$ cat src/rtl/i2s_dac_transmitter.sv
// i2s_dac_transmitter
// Master-mode Philips I2S transmitter for an external stereo DAC. It generates
// the bit clock and word select, serialises left/right pairs MSB first, and
// decouples the producer from frame timing through a one-pair holding register.
//
// Ports:
//   clk            system clock
//   rst            asynchronous, active-high reset
//   left_in        left sample (two's complement, WIDTH bits)
//   right_in       right sample (two's complement, WIDTH bits)
//   sample_stb_in  producer has a valid pair; held until acknowledged
//   sample_ack_out one-cycle pulse; pair captured on the edge ending the pulse
//   bclk_out       I2S bit clock (half-period = DIVIDER clk cycles)
//   lrclk_out      word select, 0 = left, 1 = right
//   dout_out       serial data, MSB first, changes with the bclk falling edge
//   underrun_out   one-cycle pulse when a frame starts with no pair available
module i2s_dac_transmitter #(
    parameter int DIVIDER = 8,
    parameter int WIDTH   = 16,
    parameter int SLOT    = 32
) (
    input  logic             clk,
    input  logic             rst,
    input  logic [WIDTH-1:0] left_in,
    input  logic [WIDTH-1:0] right_in,
    input  logic             sample_stb_in,
    output logic             sample_ack_out,
    output logic             bclk_out,
    output logic             lrclk_out,
    output logic             dout_out,
    output logic             underrun_out
);

    localparam int FRAME_BITS = 2 * SLOT;
    localparam int BW         = $clog2(FRAME_BITS);
    localparam int DW         = (DIVIDER > 1) ? $clog2(DIVIDER) : 1;

    localparam logic [DW-1:0] DIV_LAST = DW'(DIVIDER - 1);
    localparam logic [BW-1:0] B_LAST   = BW'(FRAME_BITS - 1);
    localparam logic [BW-1:0] LR_FIRST = BW'(SLOT - 1);
    localparam logic [BW-1:0] LR_LAST  = BW'(FRAME_BITS - 2);

    logic [DW-1:0]         div_cnt_q, div_cnt_d;
    logic                  bclk_q, bclk_d;
    logic [BW-1:0]         b_q, b_d;
    logic                  lrclk_q, lrclk_d;
    logic                  dout_q, dout_d;
    logic [FRAME_BITS-1:0] shift_q, shift_d;
    logic                  hold_full_q, hold_full_d;
    logic [WIDTH-1:0]      hold_left_q, hold_left_d;
    logic [WIDTH-1:0]      hold_right_q, hold_right_d;
    logic                  ack_q, ack_d;
    logic                  underrun_q, underrun_d;

    logic                  bit_tick;
    logic                  fall_event;
    logic                  frame_load;
    logic [BW-1:0]         b_next;
    logic [FRAME_BITS-1:0] left_ext;
    logic [FRAME_BITS-1:0] right_ext;
    logic [FRAME_BITS-1:0] load_word;

    // Timing events: bclk toggles when the divider wraps; a falling toggle
    // advances the bit index, and the wrap of the index to 0 is the frame load.
    always_comb begin
        bit_tick   = (div_cnt_q == DIV_LAST);
        fall_event = bit_tick && bclk_q;
        b_next     = (b_q == B_LAST) ? '0 : b_q + BW'(1);
        frame_load = fall_event && (b_q == B_LAST);
    end

    // Frame image: left word at the top of the left slot, right word at the
    // top of the right slot, zero padding below each. An empty holding
    // register yields an all-zero frame.
    always_comb begin
        left_ext                = '0;
        right_ext               = '0;
        left_ext[WIDTH-1:0]     = hold_left_q;
        right_ext[WIDTH-1:0]    = hold_right_q;
        load_word               = '0;
        if (hold_full_q) begin
            load_word = (left_ext << (FRAME_BITS - WIDTH)) | (right_ext << (SLOT - WIDTH));
        end
    end

    // Bit clock divider and serialiser. dout and lrclk only move on a falling
    // event so they are stable around every rising bclk edge.
    always_comb begin
        div_cnt_d  = bit_tick ? '0 : div_cnt_q + DW'(1);
        bclk_d     = bit_tick ? ~bclk_q : bclk_q;
        b_d        = b_q;
        lrclk_d    = lrclk_q;
        dout_d     = dout_q;
        shift_d    = shift_q;
        underrun_d = frame_load && !hold_full_q;
        if (fall_event) begin
            b_d     = b_next;
            lrclk_d = (b_next >= LR_FIRST) && (b_next <= LR_LAST);
            if (frame_load) begin
                dout_d  = load_word[FRAME_BITS-1];
                shift_d = {load_word[FRAME_BITS-2:0], 1'b0};
            end else begin
                dout_d  = shift_q[FRAME_BITS-1];
                shift_d = {shift_q[FRAME_BITS-2:0], 1'b0};
            end
        end
    end

    // Handshake and holding register. A frame load empties the register using
    // its previous state; a capture on the same edge refills it afterwards, so
    // that pair waits for the following frame.
    always_comb begin
        ack_d        = sample_stb_in && !hold_full_q && !ack_q;
        hold_full_d  = hold_full_q;
        hold_left_d  = hold_left_q;
        hold_right_d = hold_right_q;
        if (frame_load) begin
            hold_full_d = 1'b0;
        end
        if (ack_q) begin
            hold_full_d  = 1'b1;
            hold_left_d  = left_in;
            hold_right_d = right_in;
        end
    end

    // State register; the bit index resets to the last position so the first
    // falling event produces the first frame load.
    always_ff @(posedge clk or posedge rst) begin
        if (rst) begin
            div_cnt_q    <= '0;
            bclk_q       <= 1'b0;
            b_q          <= B_LAST;
            lrclk_q      <= 1'b0;
            dout_q       <= 1'b0;
            shift_q      <= '0;
            hold_full_q  <= 1'b0;
            hold_left_q  <= '0;
            hold_right_q <= '0;
            ack_q        <= 1'b0;
            underrun_q   <= 1'b0;
        end else begin
            div_cnt_q    <= div_cnt_d;
            bclk_q       <= bclk_d;
            b_q          <= b_d;
            lrclk_q      <= lrclk_d;
            dout_q       <= dout_d;
            shift_q      <= shift_d;
            hold_full_q  <= hold_full_d;
            hold_left_q  <= hold_left_d;
            hold_right_q <= hold_right_d;
            ack_q        <= ack_d;
            underrun_q   <= underrun_d;
        end
    end

    assign sample_ack_out = ack_q;
    assign bclk_out       = bclk_q;
    assign lrclk_out      = lrclk_q;
    assign dout_out       = dout_q;
    assign underrun_out   = underrun_q;

endmodule
$ cat config.mk
export PLATFORM = sky130hd
export DESIGN_NAME = i2s_dac_transmitter
export DESIGN_NICKNAME = d
export VERILOG_FILES = /design/src/rtl/i2s_dac_transmitter.sv
export SDC_FILE = /design/constraint.sdc
export NUM_CORES = 1
export LEC_CHECK = 0
export BUFFER_PORTS_ARGS = -buffer_cell sky130_fd_sc_hd__buf_4
export CAP_MARGIN = 20
export CORE_UTILIZATION = 41
export DETAILED_ROUTE_END_ITERATION = 16
export GPL_TIMING_DRIVEN = 0
export SYNTH_ARGS = -nofsm -noshare
export SYNTH_HDL_FRONTEND = slang
export SYNTH_SLANG_ARGS = --single-unit
$ cat constraint.sdc
create_clock -name clk -period 3.86 [get_ports clk]
set_input_delay 0.579 -clock clk [delete_from_list [all_inputs] [get_ports clk]]
set_output_delay 0.579 -clock clk [all_outputs]
set_load 0.02 [all_outputs]
### Yosys cells after proc, flatten, opt, wreduce, memory -nomap -nowiden

Cells that the tools add are included.

* divide/modulo/power cells: 0
* muxes and demuxes: 7
* shift-type cells: 0
* add/subtract/negate cells: 2
* bitwise operators: 2
* order comparisons: 2
* multiply operators: 0
* equality and inequality tests: 2
* reductions and logical operators: 9

Operators with widths (count)
* $mux W64: 2
* $or A64 B32 Y64: 1
* $add A6 B1 Y6 const B: 1
* $eq A6 B6 Y1 const B: 1
* $ge A6 B5 Y1 const B: 1
* $le A6 B6 Y1 const B: 1
* $logic_and A1 B1 Y1: 6
* $mux W6: 1
* $add A3 B1 Y3 const B: 1
* $eq A3 B3 Y1 const B: 1
* $mux W1: 3
* $mux W3: 1
* $logic_not A1 Y1: 2
* $reduce_bool A2 Y1: 1
* $not A1 Y1: 1

* RAM bits: 0
* memories kept: 0
* bits in latches: 0
* word-level logic and storage cells: 35
* flip-flop bits (word level): 111
* bits in read-only memories: 0

### Logic depth before layout (Yosys ltp)

Gate-level depths: netlist of run 1.

* word-level depth: 5
* gate-level depth with buffers: 8
* gate-level depth less buffers: 6

### Least setup slack after synthesis of run 1

Ideal clock, no wire load.

* path kind: register to register
* from: register div_cnt_q[0]
* to: register shift_q[31]
* setup slack: 2.274 ns
* library setup time: 0.130 ns
* stages on the path, launching flop included: 9
* arrival time: 1.456 ns
* clock period less this slack: 1.586 ns
* cells stage by stage: dfrtp_1 > ha_1 > ha_1 > and2_1 > clkbuf_1 > buf_2 > buf_2 > nor2_1 > a31oi_1

* cells in the longest elaborated chain, start to end: 4

Ends and longest elaborated chain
* start, declared: line 43 `logic [DW-1:0] div_cnt_q, div_cnt_d;`
* start signal, assigned: line 143 `div_cnt_q <= div_cnt_d;`
* $eq A3 B3 Y1 *: line 66 `bit_tick = (div_cnt_q == DIV_LAST);`
* $logic_and A1 B1 Y1 *: line 67 `fall_event = bit_tick && bclk_q;`
* $logic_and A1 B1 Y1: line 69 `frame_load = fall_event && (b_q == B_LAST);`
* $mux W64: line 99 `if (frame_load) begin`
* end signal, assigned: line 148 `shift_q <= shift_d;`
* end, declared: line 48 `logic [FRAME_BITS-1:0] shift_q, shift_d;`

Mark *: on every way between the ends. The rest lies on a longest branch, timed or not.
A chain may end at the register's enable or synchronous reset.

### Worst setup path in the final report of run 1

* from: register div_cnt_q[0]
* to: register shift_q[50]

Same word-level chain as after synthesis.

==> results of run 1 <==
layout make-up:
type                            instances  area [um^2]  share of cell area
Sequential cell                        94         2360              0.5052
Multi-Input combinational cell        255         1466              0.3140
Timing Repair Buffer                   40        320.3             0.06858
Tap cell                              129        161.4             0.03456
Buffer                                 29        152.6             0.03268
Clock buffer                           10        127.6             0.02732
Clock inverter                          6        68.82             0.01473
Inverter                                3        13.76            0.002947
stage by stage:
stage	util	cell area (um^2)
after floorplan	-	3990
after global placement	0.4765	4444
after detailed placement	0.4797	4474
after CTS	0.5007	4671
after global routing	0.5007	4671
final	0.5007	4671
power breakdown:
part	internal (mW)	switching (mW)
sequential	1.12	0.0804
combinational	0.134	0.0744
clock	0.305	0.351
total	1.56	0.506
worst reg2reg max path, cell delays in order, from the launching register on:
cell and delay [ns]:
dfrtp_1 0.36, ha_1 0.15, ha_1 0.24, and2_1 0.15, clkbuf_1 0.20, buf_2 0.25, buf_2 0.25, nor2_1 0.07
a31oi_1 0.14
worst min-delay path by stage:
| stage | startpoint | end | slack (ns) |
|---|---|---|---|
| after global routing | rst | div_cnt_q[2]$_DFF_PP0_ | 0.19 |
| after floorplan | div_cnt_q[0]$_DFF_PP0_ | div_cnt_q[0]$_DFF_PP0_ | 0.40 |
| after detailed placement | div_cnt_q[0]$_DFF_PP0_ | div_cnt_q[0]$_DFF_PP0_ | 0.42 |
| after CTS | rst | hold_right_q[10]$_DFFE_PP0P_ | 0.20 |
| after global placement | div_cnt_q[0]$_DFF_PP0_ | div_cnt_q[0]$_DFF_PP0_ | 0.41 |
| final | rst | shift_q[46]$_DFFE_PP0P_ | 0.20 |
sequential cells by signal, summed over array words and instances, names as in the netlist:
name,flops
b_q,6
bclk_out,1
div_cnt_q,3
dout_out,1
hold_full_q,1
hold_left_q,16
hold_right_q,16
lrclk_out,1
sample_ack_out,1
shift_q,47
underrun_out,1
cell usage in the layout (no fill, tap or decap), drive strengths merged, types with 2 or more instances in the layout:
master / instances
a21oi: 3
a31oi: 31
and2: 2
and3: 3
buf: 60
clkbuf: 19
clkinv: 2
dfrtp: 88
dfstp: 6
ha: 5
inv: 5
mux2: 32
nand2: 73
nand3: 36
nand4: 2
nor2: 34
o21ai: 25
xnor2: 2
per-layer routing:
metal / GRT usage / routed length, um
met4: 0.05686 / 91
met2: 0.2734 / 3725
met1: 0.2616 / 4068
met5: 0 / 0
met3: 0.03883 / 209
kinds of logic (layout without fill, tap and decap cells):
group,Yosys count,after routing
simple gates,154,154
flops,94,94
compound gates,60,60
mux,33,33
buf+inv,32,88
fa+ha+maj,5,5
xor+xnor,3,3
==> flow_summary.html, run 1 <==
<table>
<tr><th>Metric</th><th>Value</th></tr>
<tr><th colspan="2">Critical path</th></tr>
<tr><td>Reg2reg start</td><td>div_cnt_q[0]$_DFF_PP0_</td></tr>
<tr><td>Number of stages on the worst setup path</td><td>8</td></tr>
<tr><td>Capture point of the worst path</td><td>shift_q[50]$_DFFE_PP0P_</td></tr>
<tr><td>Top fanout value on the critical path</td><td>10</td></tr>
<tr><td>Arrival time reported for the critical path endpoint</td><td>2.16 ns</td></tr>
<tr><td>Crit path buf inv count</td><td>3</td></tr>
<tr><td>CP Capture Type</td><td>flip-flop</td></tr>
<tr><td>Critical Path Slowest Stage Cell</td><td>dfrtp_1</td></tr>
<tr><td>Critical Path Start Type</td><td>flip-flop</td></tr>
<tr><td>Required time of the critical path</td><td>4.13 ns</td></tr>
<tr><td>Worst setup path start</td><td>div_cnt_q[0]$_DFF_PP0_</td></tr>
<tr><td>Reg-to-reg endpoint</td><td>shift_q[50]$_DFFE_PP0P_</td></tr>
<tr><td>Cell chain of the critical path</td><td>ha_1, ha_1, and2_1, clkbuf_1, buf_2, buf_2, nor2_1, a31oi_1</td></tr>
<tr><td>Top delay family on crit path</td><td>buffers and inverters</td></tr>
<tr><td>Setup CP Type</td><td>flip-flop to flip-flop</td></tr>
<tr><td>Worst stage delay on the critical path</td><td>0.36 ns</td></tr>
<tr><td>Minimum setup slack among reg-to-reg paths</td><td>1.96 ns</td></tr>
<tr><td>FF-to-FF path depth</td><td>8</td></tr>
<tr><th colspan="2">Logic synthesis</th></tr>
<tr><td>Async S/R FF share, synth</td><td>1.000</td></tr>
<tr><td>Fraction of post-synthesis cell area in the top cell type by area</td><td>0.5519</td></tr>
<tr><td>Cell types with the highest counts after synthesis</td><td>dfrtp_1, nand2_1, nand3_1</td></tr>
<tr><td>Adder and majority cell fraction of the synthesized area</td><td>0.01568</td></tr>
<tr><td>Average cell area after synthesis</td><td>10.47 um^2</td></tr>
<tr><td>Post-synthesis share of cell area spent on and, or, nand and nor gates</td><td>0.1668</td></tr>
<tr><td>Top-count cell post-synth</td><td>dfrtp_1</td></tr>
<tr><td>Portion of netlist area occupied by mux cells</td><td>0.09282</td></tr>
<tr><td>Compound-gate portion of the synthesized area</td><td>0.08561</td></tr>
<tr><td>Dominant combinational cell family by area after synthesis</td><td>simple AND/OR/NAND/NOR gates</td></tr>
<tr><td>Number of distinct library cells after synthesis</td><td>29</td></tr>
<tr><td>Sequential element share of the synthesized area</td><td>0.5914</td></tr>
<tr><td>Mapped Cells</td><td>381</td></tr>
<tr><td>Top cells by area, synth</td><td>dfrtp_1, mux2_2, nand2_1, a31oi_1, nand3_1</td></tr>
<tr><td>Total nets after synthesis</td><td>421</td></tr>
<tr><td>Post-synthesis cell area</td><td>3990 um^2</td></tr>
<tr><td>Area share of xor/xnor cells in the synthesized design</td><td>0.006585</td></tr>
<tr><td>Yosys warnings</td><td>0</td></tr>
<tr><td>Post-synth EDFFs</td><td>0</td></tr>
<tr><td>Number of flip-flops and latches in the synthesized netlist</td><td>94</td></tr>
<tr><td>Main flop type after synthesis</td><td>dfrtp_1</td></tr>
<tr><td>Dominant cell type by area after synthesis</td><td>dfrtp_1</td></tr>
<tr><th colspan="2">STA</th></tr>
<tr><td>Final setup viols</td><td>0</td></tr>
<tr><td>Post-route worst setup slack</td><td>1.964 ns</td></tr>
<tr><td>Crit path time final</td><td>1.896 ns</td></tr>
<tr><td>Pin slew with the least headroom to its limit</td><td>0.5221 ns</td></tr>
<tr><td>Post-Route Skew</td><td>0.01578 ns</td></tr>
<tr><td>Final Cycle Share</td><td>0.4912</td></tr>
<tr><td>Setup repair after global routing missed its margin</td><td>no</td></tr>
<tr><td>Number of hold violations in the final report</td><td>0</td></tr>
<tr><td>Fmax</td><td>0.5274 GHz</td></tr>
<tr><td>Worst slew slack as a fraction of its limit</td><td>0.6519</td></tr>
<tr><td>Final Slew Violations</td><td>0</td></tr>
<tr><td>Final-layout setup total negative slack</td><td>0 ns</td></tr>
<tr><td>Worst hold slack</td><td>0.1964 ns</td></tr>
<tr><th colspan="2">Global route</th></tr>
<tr><td>All-layer global routing usage</td><td>0.1809</td></tr>
<tr><td>Maximum number of pins on one net before global-route repair</td><td>69</td></tr>
<tr><td>First-pass GRT wire length</td><td>14220 um</td></tr>
<tr><td>Vias in the first global route</td><td>2861</td></tr>
<tr><td>Antenna violations before repair</td><td>0</td></tr>
<tr><td>Remaining global-route overflow</td><td>0</td></tr>
<tr><th colspan="2">Layout</th></tr>
<tr><td>Fraction of layout cells with a size suffix above 1</td><td>0.2632</td></tr>
<tr><td>Layout area overhead</td><td>17.06%</td></tr>
<tr><td>Final non-filler cell total</td><td>566</td></tr>
<tr><td>Post-layout net count</td><td>472</td></tr>
<tr><td>Number of inserted diodes</td><td>0</td></tr>
<tr><td>Count of fill cells added during filler insertion</td><td>883</td></tr>
<tr><th colspan="2">Floorplan</th></tr>
<tr><td>Die outline area</td><td>10130 um^2</td></tr>
<tr><td>Die width</td><td>100.7 um</td></tr>
<tr><td>Core Area</td><td>9328 um^2</td></tr>
<tr><td>Starting density of the core</td><td>0.4278</td></tr>
<tr><td>Y dimension of the die</td><td>100.7 um</td></tr>
<tr><td>Number of placement rows</td><td>35</td></tr>
<tr><td>I/O Pins</td><td>40</td></tr>
<tr><th colspan="2">Clock tree</th></tr>
<tr><td>H-Tree Depth</td><td>3</td></tr>
<tr><td>CTS root buf</td><td>clkbuf_8</td></tr>
<tr><td>Maximum buffer depth of the clock tree</td><td>2</td></tr>
<tr><td>Gates resized, CTS repair</td><td>0</td></tr>
<tr><td>Clock Latency Late Sink</td><td>0.36 ns</td></tr>
<tr><td>CTS tree</td><td>done</td></tr>
<tr><td># clock sinks</td><td>94</td></tr>
<tr><td>Post-CTS Hold Fix Bufs</td><td>0</td></tr>
<tr><td>Number of buffers inserted during clock tree synthesis</td><td>9</td></tr>
<tr><td>Clock slew at the register clock pins of the worst setup and hold paths</td><td>0.10 ns</td></tr>
<tr><td>Number of post-CTS setup repair buffers</td><td>0</td></tr>
<tr><th colspan="2">Placement</th></tr>
<tr><td>Placement Setup Slack</td><td>1.968 ns</td></tr>
<tr><td>Gpl congestion</td><td>0.7327</td></tr>
<tr><td>Post-DP HPWL</td><td>5519 um</td></tr>
<tr><td>Placed instance count</td><td>550</td></tr>
<tr><td>Number of port buffers</td><td>39</td></tr>
<tr><th colspan="2">Run status</th></tr>
<tr><td>Outcome</td><td>complete, no violations</td></tr>
<tr><th colspan="2">Pwr</th></tr>
<tr><td>Overall power after layout</td><td>2.067 mW</td></tr>
<tr><td>Peak supply drop</td><td>186.6 uV</td></tr>
<tr><td>Static leakage</td><td>2.027 nW</td></tr>
<tr><td>Power per standard cell area</td><td>442.5 nW/um^2</td></tr>
<tr><th colspan="2">Route</th></tr>
<tr><td>Drt pass-1 iters</td><td>4</td></tr>
<tr><td>Number of DRC markers after the initial detailed-route iteration</td><td>141</td></tr>
<tr><td>Number of remaining DRC errors</td><td>0</td></tr>
<tr><td>Average wire per cell in the routed design</td><td>14.30 um</td></tr>
<tr><td>Average via count per standard cell</td><td>5.090</td></tr>
<tr><td>Routed via count</td><td>2881</td></tr>
<tr><td>Residual antenna-violating net count after detailed routing</td><td>0</td></tr>
<tr><td>Post-Route WL</td><td>8094 um</td></tr>
<tr><th colspan="2">Worst hold path</th></tr>
<tr><td>Type of the most critical hold path</td><td>input port to async pin</td></tr>
<tr><th colspan="2">Run</th></tr>
<tr><td>Total of max-cap violations</td><td>0</td></tr>
</table>
Note: power is estimated with default switching activity, not from simulation.
==> run 2: changes to the inputs <==
Clock period 3.86 ns to 1.61 ns, I/O delays scaled along.
==> flow_summary.html, run 2 (synthesized netlist as in run 1, its figures left out) <==
<table>
<tr><th>Metric</th><th>Value</th></tr>
<tr><th colspan="2">Clock tree</th></tr>
<tr><td>Clock slew at the register clock pins of the worst setup and hold paths</td><td>0.09 ns</td></tr>
<tr><td>CTS root buf</td><td>clkbuf_8</td></tr>
<tr><td>Number of buffers inserted during clock tree synthesis</td><td>9</td></tr>
<tr><td>Maximum buffer depth of the clock tree</td><td>2</td></tr>
<tr><td>H-Tree Depth</td><td>3</td></tr>
<tr><td># clock sinks</td><td>94</td></tr>
<tr><td>Clock Latency Late Sink</td><td>0.36 ns</td></tr>
<tr><td>CTS tree</td><td>done</td></tr>
<tr><th colspan="2">Worst hold path</th></tr>
<tr><td>Type of the most critical hold path</td><td>input port to flip-flop</td></tr>
<tr><th colspan="2">STA</th></tr>
<tr><td>Final Slew Violations</td><td>0</td></tr>
<tr><td>Final setup viols</td><td>0</td></tr>
<tr><td>Worst hold slack</td><td>0.1090 ns</td></tr>
<tr><td>Crit path time final</td><td>1.597 ns</td></tr>
<tr><td>Post-route worst setup slack</td><td>0.01314 ns</td></tr>
<tr><td>Worst slew slack as a fraction of its limit</td><td>0.5565</td></tr>
<tr><td>Fmax</td><td>0.6262 GHz</td></tr>
<tr><td>Final Cycle Share</td><td>0.9918</td></tr>
<tr><td>Number of hold violations in the final report</td><td>0</td></tr>
<tr><td>Post-Route Skew</td><td>0.008905 ns</td></tr>
<tr><td>Pin slew with the least headroom to its limit</td><td>0.6638 ns</td></tr>
<tr><td>Setup repair after global routing missed its margin</td><td>yes</td></tr>
<tr><th colspan="2">Layout</th></tr>
<tr><td>Number of inserted diodes</td><td>0</td></tr>
<tr><td>Flip-flop count of the largest register after layout</td><td>47</td></tr>
<tr><td>Register containing the most flip-flops in the final layout</td><td>shift_q</td></tr>
<tr><td>Most common cell after layout, fill and taps aside</td><td>dfrtp_1</td></tr>
<tr><td>Post-layout net count</td><td>483</td></tr>
<tr><td>Sequential cell area</td><td>2360 um^2</td></tr>
<tr><td>Leading cell types in the layout, fill and taps excluded</td><td>dfrtp_1, nand2_1, buf_4</td></tr>
<tr><td>Fraction of layout cells with a size suffix above 1</td><td>0.3326</td></tr>
<tr><td>Regs by FF count</td><td>shift_q (47), hold_left_q (16), hold_right_q (16)</td></tr>
<tr><td>Area of combinational cells with multiple inputs</td><td>1544 um^2</td></tr>
<tr><td>Layout area overhead</td><td>23.74%</td></tr>
<tr><td>Count of fill cells added during filler insertion</td><td>844</td></tr>
<tr><th colspan="2">Global route</th></tr>
<tr><td>Maximum number of pins on one net before global-route repair</td><td>41</td></tr>
<tr><td>Remaining global-route overflow</td><td>0</td></tr>
<tr><td>All-layer global routing usage</td><td>0.1806</td></tr>
<tr><td>Met1 usage in global routing</td><td>0.2469</td></tr>
<tr><td>GRT busiest layer</td><td>met2</td></tr>
<tr><td>GRT met2 Usage</td><td>0.2882</td></tr>
<tr><td>Vias in the first global route</td><td>2894</td></tr>
<tr><td>Antenna violations before repair</td><td>0</td></tr>
<tr><td>Met3 Usage GRT</td><td>0.02705</td></tr>
<tr><td>First-pass GRT wire length</td><td>14150 um</td></tr>
<tr><th colspan="2">Floorplan</th></tr>
<tr><td>I/O Pins</td><td>40</td></tr>
<tr><td>Die outline area</td><td>10130 um^2</td></tr>
<tr><td>Starting density of the core</td><td>0.4278</td></tr>
<tr><td>Die width</td><td>100.7 um</td></tr>
<tr><td>Y dimension of the die</td><td>100.7 um</td></tr>
<tr><td>Number of placement rows</td><td>35</td></tr>
<tr><td>Core Area</td><td>9328 um^2</td></tr>
<tr><th colspan="2">Route</th></tr>
<tr><td>Drt pass-1 iters</td><td>4</td></tr>
<tr><td>Routed via count</td><td>2972</td></tr>
<tr><td>Number of DRC markers after the initial detailed-route iteration</td><td>148</td></tr>
<tr><td>Average wire per cell in the routed design</td><td>14.44 um</td></tr>
<tr><td>Residual antenna-violating net count after detailed routing</td><td>0</td></tr>
<tr><td>Average via count per standard cell</td><td>5.151</td></tr>
<tr><td>Number of remaining DRC errors</td><td>0</td></tr>
<tr><td>Post-Route WL</td><td>8331 um</td></tr>
<tr><th colspan="2">Placement</th></tr>
<tr><td>Number of port buffers</td><td>39</td></tr>
<tr><td>Placement Setup Slack</td><td>-0.2823 ns</td></tr>
<tr><td>Post-DP HPWL</td><td>5655 um</td></tr>
<tr><td>Gpl congestion</td><td>0.7655</td></tr>
<tr><th colspan="2">Critical path</th></tr>
<tr><td>Reg2reg start</td><td>b_q[1]$_DFFE_PP1P_</td></tr>
<tr><td>Worst setup path start</td><td>b_q[1]$_DFFE_PP1P_</td></tr>
<tr><td>Critical Path Start Type</td><td>flip-flop</td></tr>
<tr><td>Top fanout value on the critical path</td><td>5</td></tr>
<tr><td>FF-to-FF path depth</td><td>6</td></tr>
<tr><td>Capture point of the worst path</td><td>shift_q[54]$_DFFE_PP0P_</td></tr>
<tr><td>Required time of the critical path</td><td>1.89 ns</td></tr>
<tr><td>Reg-to-reg endpoint</td><td>shift_q[54]$_DFFE_PP0P_</td></tr>
<tr><td>Minimum setup slack among reg-to-reg paths</td><td>0.01 ns</td></tr>
<tr><td>Setup CP Type</td><td>flip-flop to flip-flop</td></tr>
<tr><td>CP Capture Type</td><td>flip-flop</td></tr>
<tr><td>Arrival time reported for the critical path endpoint</td><td>1.87 ns</td></tr>
<tr><th colspan="2">Pwr</th></tr>
<tr><td>Switching Share</td><td>0.2367</td></tr>
<tr><td>Combinational cell fraction of total power</td><td>0.100</td></tr>
<tr><td>Internal power</td><td>3.892 mW</td></tr>
<tr><td>Part of the power in the clock network</td><td>0.332</td></tr>
<tr><td>Fraction of power consumed by sequential logic</td><td>0.567</td></tr>
<tr><td>Net switching power</td><td>1.207 mW</td></tr>
<tr><td>Static leakage</td><td>2.128 nW</td></tr>
<tr><td>Peak supply drop</td><td>587.8 uV</td></tr>
<tr><td>Power per standard cell area</td><td>1033 nW/um^2</td></tr>
<tr><th colspan="2">Run status</th></tr>
<tr><td>Outcome</td><td>complete, no violations</td></tr>
<tr><th colspan="2">Run</th></tr>
<tr><td>Total of max-cap violations</td><td>0</td></tr>
</table>
## run 2: cell count changes in the layout (fill, tap and decap cells not counted), moves of 5 or more
cell      previous run  this run
nand3_1             35        27
nand3_2              1         9
buf_4               40        51
clkbuf_1            10         3
buf_2               14         9
clkbuf_2             0         6
## run 2: worst min-delay path by stage
stage / start / to / cells after the start
4_1_cts: left_in[13] / hold_left_q[13]$_DFFE_PP0P_ / 2
3_5_place_dp: rst / div_cnt_q[0]$_DFF_PP0_ / 2
2_1_floorplan: right_in[10] / hold_right_q[10]$_DFFE_PP0P_ / 1
5_1_grt: right_in[8] / hold_right_q[8]$_DFFE_PP0P_ / 2
3_3_place_gp: div_cnt_q[0]$_DFF_PP0_ / div_cnt_q[0]$_DFF_PP0_ / 1
6_report: left_in[4] / hold_left_q[4]$_DFFE_PP0P_ / 2
## run 2: final cells by class
| class | count | share of cell area |
|---|---|---|
| Sequential cell | 94 | 0.4780 |
| Inverter | 3 | 0.003041 |
| Buffer | 27 | 0.03801 |
| Clock buffer | 10 | 0.02585 |
| Multi-Input combinational cell | 255 | 0.3127 |
| Clock inverter | 6 | 0.01749 |
| Timing Repair Buffer | 53 | 0.09225 |
| Tap cell | 129 | 0.03269 |
## run 2: what timing repair did
action / CTS / global route
gates resized for setup: 17 / 25
buffers inserted: 4 / 6
pin swaps: 2 / 12
cloned: 0 / 1
endpoints found under the hold margin: 22 / 0
hold buffers: 1 / 0
endpoints found under the setup margin: 56 / 53
## run 2: routing by layer
layer  up-vias  routed length, um
met4         0                128
li1       1432                  -
met1      1464               3820
met3        11                292
met2        65               4090
met5         -                  0
## run 2: worst max-delay path, stage by stage (launching register included)
cell     delay, ns
dfstp_2       0.58
ha_4          0.17
and3_4        0.22
buf_8         0.14
buf_8         0.13
nand3_1       0.08
a31oi_1       0.19
## run 2: stage by stage
stage | power [mW] | std cells | setup TNS [ns] | util | instance area [um^2]
CTS | 5.135 | 570 | -0.01336 | 0.5135 | 4790
global placement | 3.404 | 549 | -42.19 | 0.4769 | 4448
finish | 5.099 | 577 | 0 | 0.5293 | 4937
detailed placement | 3.445 | 551 | -11.50 | 0.4812 | 4488
global route | 5.321 | 577 | -0.5563 | 0.5293 | 4937
floorplan | 3.230 | 381 | 0 | - | 3994
## run 2: power groups by stage
stage	Sequential (mW)	Combinational [mW]	Clock [mW]
finish	2.89	0.511	1.70
global route	2.93	0.567	1.82
CTS	2.88	0.519	1.73
detailed placement	2.93	0.518	0
global placement	2.92	0.480	0
floorplan	2.86	0.375	0
==> run 3: changes to the inputs <==
Settings changed: ABC_AREA from default to 1.
==> flow_summary.html, run 3 <==
<table>
<tr><th>Metric</th><th>Value</th></tr>
<tr><th colspan="2">Layout</th></tr>
<tr><td>Post-layout net count</td><td>532</td></tr>
<tr><td>Leading cell types in the layout, fill and taps excluded</td><td>nand2_1, dfrtp_1, buf_4</td></tr>
<tr><td>Regs by FF count</td><td>shift_q (47), hold_left_q (16), hold_right_q (16)</td></tr>
<tr><td>Final non-filler cell total</td><td>626</td></tr>
<tr><td>Register containing the most flip-flops in the final layout</td><td>shift_q</td></tr>
<tr><td>Fraction of layout cells with a size suffix above 1</td><td>0.2414</td></tr>
<tr><td>Flip-flop count of the largest register after layout</td><td>47</td></tr>
<tr><td>Most common cell after layout, fill and taps aside</td><td>nand2_1</td></tr>
<tr><td>Number of inserted diodes</td><td>0</td></tr>
<tr><td>Count of fill cells added during filler insertion</td><td>888</td></tr>
<tr><td>Layout area overhead</td><td>23.58%</td></tr>
<tr><td>Core Util, Final</td><td>0.5263</td></tr>
<tr><th colspan="2">STA</th></tr>
<tr><td>Final Cycle Share</td><td>0.9976</td></tr>
<tr><td>Setup repair after global routing missed its margin</td><td>yes</td></tr>
<tr><td>Fmax</td><td>0.6226 GHz</td></tr>
<tr><td>Pin slew with the least headroom to its limit</td><td>0.7147 ns</td></tr>
<tr><td>Post-route worst setup slack</td><td>0.003882 ns</td></tr>
<tr><td>Worst hold slack</td><td>0.05952 ns</td></tr>
<tr><td>Worst slew slack as a fraction of its limit</td><td>0.5225</td></tr>
<tr><td>Number of hold violations in the final report</td><td>0</td></tr>
<tr><td>Post-Route Skew</td><td>0.009841 ns</td></tr>
<tr><td>Final Slew Violations</td><td>0</td></tr>
<tr><td>Crit path time final</td><td>1.606 ns</td></tr>
<tr><td>Final setup viols</td><td>0</td></tr>
<tr><th colspan="2">Floorplan</th></tr>
<tr><td>I/O Pins</td><td>40</td></tr>
<tr><td>Die width</td><td>100.2 um</td></tr>
<tr><td>Starting density of the core</td><td>0.4259</td></tr>
<tr><td>Core Area</td><td>9284 um^2</td></tr>
<tr><td>Number of placement rows</td><td>35</td></tr>
<tr><td>Y dimension of the die</td><td>100.2 um</td></tr>
<tr><td>Die outline area</td><td>10040 um^2</td></tr>
<tr><th colspan="2">Logic synthesis</th></tr>
<tr><td>Total nets after synthesis</td><td>469</td></tr>
<tr><td>Mapped Cells</td><td>429</td></tr>
<tr><td>Dominant cell type by area after synthesis</td><td>dfrtp_1</td></tr>
<tr><td>Async S/R FF share, synth</td><td>1.000</td></tr>
<tr><td>Main flop type after synthesis</td><td>dfrtp_1</td></tr>
<tr><td>Post-synth EDFFs</td><td>0</td></tr>
<tr><td>Fraction of post-synthesis cell area in the top cell type by area</td><td>0.5570</td></tr>
<tr><td>Post-synthesis cell area</td><td>3954 um^2</td></tr>
<tr><td>Sequential element share of the synthesized area</td><td>0.5968</td></tr>
<tr><td>Cell types with the highest counts after synthesis</td><td>nand2_1, dfrtp_1, nand3_1</td></tr>
<tr><td>Top-count cell post-synth</td><td>nand2_1</td></tr>
<tr><td>Number of distinct library cells after synthesis</td><td>22</td></tr>
<tr><td>Top cells by area, synth</td><td>dfrtp_1, nand2_1, nand3_1, o211ai_1, dfstp_2</td></tr>
<tr><td>Yosys warnings</td><td>0</td></tr>
<tr><td>Number of flip-flops and latches in the synthesized netlist</td><td>94</td></tr>
<tr><td>Average cell area after synthesis</td><td>9.216 um^2</td></tr>
<tr><th colspan="2">Placement</th></tr>
<tr><td>Post-DP HPWL</td><td>5641 um</td></tr>
<tr><td>Gpl congestion</td><td>0.8178</td></tr>
<tr><td>Placement Setup Slack</td><td>-0.1929 ns</td></tr>
<tr><td>Number of port buffers</td><td>39</td></tr>
<tr><td>Placed instance count</td><td>599</td></tr>
<tr><th colspan="2">Clock tree</th></tr>
<tr><td>Maximum buffer depth of the clock tree</td><td>2</td></tr>
<tr><td># clock sinks</td><td>94</td></tr>
<tr><td>Clock Latency Late Sink</td><td>0.37 ns</td></tr>
<tr><td>Clock slew at the register clock pins of the worst setup and hold paths</td><td>0.10 ns</td></tr>
<tr><td>H-Tree Depth</td><td>3</td></tr>
<tr><td>Number of buffers inserted during clock tree synthesis</td><td>9</td></tr>
<tr><td>CTS root buf</td><td>clkbuf_8</td></tr>
<tr><td>CTS tree</td><td>done</td></tr>
<tr><th colspan="2">Route</th></tr>
<tr><td>Drt pass-1 iters</td><td>6</td></tr>
<tr><td>Routed via count</td><td>3072</td></tr>
<tr><td>Post-Route WL</td><td>8414 um</td></tr>
<tr><td>Number of DRC markers after the initial detailed-route iteration</td><td>165</td></tr>
<tr><td>Number of remaining DRC errors</td><td>0</td></tr>
<tr><td>Average wire per cell in the routed design</td><td>13.44 um</td></tr>
<tr><td>Residual antenna-violating net count after detailed routing</td><td>0</td></tr>
<tr><td>Average via count per standard cell</td><td>4.907</td></tr>
<tr><th colspan="2">Pwr</th></tr>
<tr><td>Switching Share</td><td>0.2830</td></tr>
<tr><td>Combinational cell fraction of total power</td><td>0.091</td></tr>
<tr><td>Peak supply drop</td><td>534.0 uV</td></tr>
<tr><td>Fraction of power consumed by sequential logic</td><td>0.593</td></tr>
<tr><td>Power per standard cell area</td><td>978.6 nW/um^2</td></tr>
<tr><td>Overall power after layout</td><td>4.782 mW</td></tr>
<tr><td>Internal power</td><td>3.428 mW</td></tr>
<tr><td>Static leakage</td><td>2.374 nW</td></tr>
<tr><td>Part of the power in the clock network</td><td>0.316</td></tr>
<tr><td>Net switching power</td><td>1.353 mW</td></tr>
<tr><th colspan="2">Global route</th></tr>
<tr><td>Antenna violations before repair</td><td>0</td></tr>
<tr><td>Maximum number of pins on one net before global-route repair</td><td>35</td></tr>
<tr><td>Remaining global-route overflow</td><td>0</td></tr>
<tr><td>Vias in the first global route</td><td>3159</td></tr>
<tr><td>All-layer global routing usage</td><td>0.1915</td></tr>
<tr><td>First-pass GRT wire length</td><td>14950 um</td></tr>
<tr><th colspan="2">Critical path</th></tr>
<tr><td>Required time of the critical path</td><td>1.89 ns</td></tr>
<tr><td>Critical Path Start Type</td><td>flip-flop</td></tr>
<tr><td>Setup CP Type</td><td>flip-flop to flip-flop</td></tr>
<tr><td>CP Capture Type</td><td>flip-flop</td></tr>
<tr><td>Top fanout value on the critical path</td><td>6</td></tr>
<tr><td>Arrival time reported for the critical path endpoint</td><td>1.88 ns</td></tr>
<tr><th colspan="2">Worst hold path</th></tr>
<tr><td>Type of the most critical hold path</td><td>input port to flip-flop</td></tr>
<tr><th colspan="2">Run status</th></tr>
<tr><td>Outcome</td><td>complete, no violations</td></tr>
<tr><th colspan="2">Run</th></tr>
<tr><td>Total of max-cap violations</td><td>0</td></tr>
</table>
-- run 3: changes by cell type in the layout (fill, tap and decap cells not counted), sizes merged, moves of 5 or more --
cell,previous run,this run
nand2,73,134
inv,2,45
mux2,32,0
a31oi,31,0
o22ai,0,24
o211ai,0,22
o21ai,25,10
nor2,34,22
nand3,36,43
a21oi,3,8
-- run 3: metal layers --
layer	global-route usage	part of all wire
met1	0.2471	0.45
met3	0.04596	0.041
met5	0	0
met2	0.3251	0.49
met4	0.04905	0.017
-- run 3: repair_timing --
item	CTS	global route
pin swaps	5	15
resized for setup	19	25
cloned	2	0
endpoints found under the hold margin	7	0
setup endpoints to repair	58	51
buffers inserted	7	1
hold buffers	1	0
-- run 3: area by class of cell --
class	instances	area, um^2	share of cell area
Clock buffer	9	123.9	0.02535
Timing Repair Buffer	52	445.4	0.09117
Inverter	42	166.4	0.03406
Sequential cell	94	2360	0.4830
Multi-Input combinational cell	269	1426	0.2919
Tap cell	129	161.4	0.03303
Clock inverter	7	63.81	0.01306
Buffer	24	138.9	0.02843
-- run 3: kinds of logic after synthesis --
logic type                 share of synthesized area
and+or+nand+nor                               0.2139
DFF                                           0.5968
AOI/OAI and AO/OA                             0.1025
buffers and inverters                        0.07089
adders and majority gates                    0.01582
-- run 3: power by group through the flow --
| stage | registers (mW) | clock network [mW] | logic (mW) |
|---|---|---|---|
| after floorplan | 2.81 | 0 | 0.288 |
| final | 2.84 | 1.51 | 0.435 |
| after global placement | 2.85 | 0 | 0.411 |
| after CTS | 2.81 | 1.55 | 0.444 |
| after detailed placement | 2.85 | 0 | 0.441 |
| after global routing | 2.87 | 1.64 | 0.529 |
-- run 3: worst max-delay path, stage by stage (launching register included) --
cell,delay (ns)
dfstp_2,0.58
ha_4,0.14
nand2_2,0.06
inv_2,0.07
nand3_4,0.13
nor2_8,0.20
buf_6,0.15
nand3_2,0.07
o211ai_1,0.10
-- run 3: worst paths after layout --
path                                         from                     endpoint  slack, ns  cells past startpoint
hold reg to reg            div_cnt_q[0]$_DFF_PP0_       div_cnt_q[0]$_DFF_PP0_       0.44                      1
min in group asynchronous                     rst       div_cnt_q[2]$_DFF_PP0_       0.54                      3
setup / recovery               b_q[1]$_DFFE_PP1P_      shift_q[49]$_DFFE_PP0P_      0.004                      8
max in group asynchronous                     rst      shift_q[57]$_DFFE_PP0P_       0.26                      5
hold / removal                        left_in[13]  hold_left_q[13]$_DFFE_PP0P_       0.06                      3
setup reg to reg               b_q[1]$_DFFE_PP1P_      shift_q[49]$_DFFE_PP0P_      0.004                      8
-- run 3: through the flow --
step	cell area, um^2	TNS (ns)
2_1_floorplan	3958	0
3_3_place_gp	4412	-39.11
3_5_place_dp	4452	-7.478
4_1_cts	4787	-0.2118
5_1_grt	4886	-2.233
6_report	4886	0
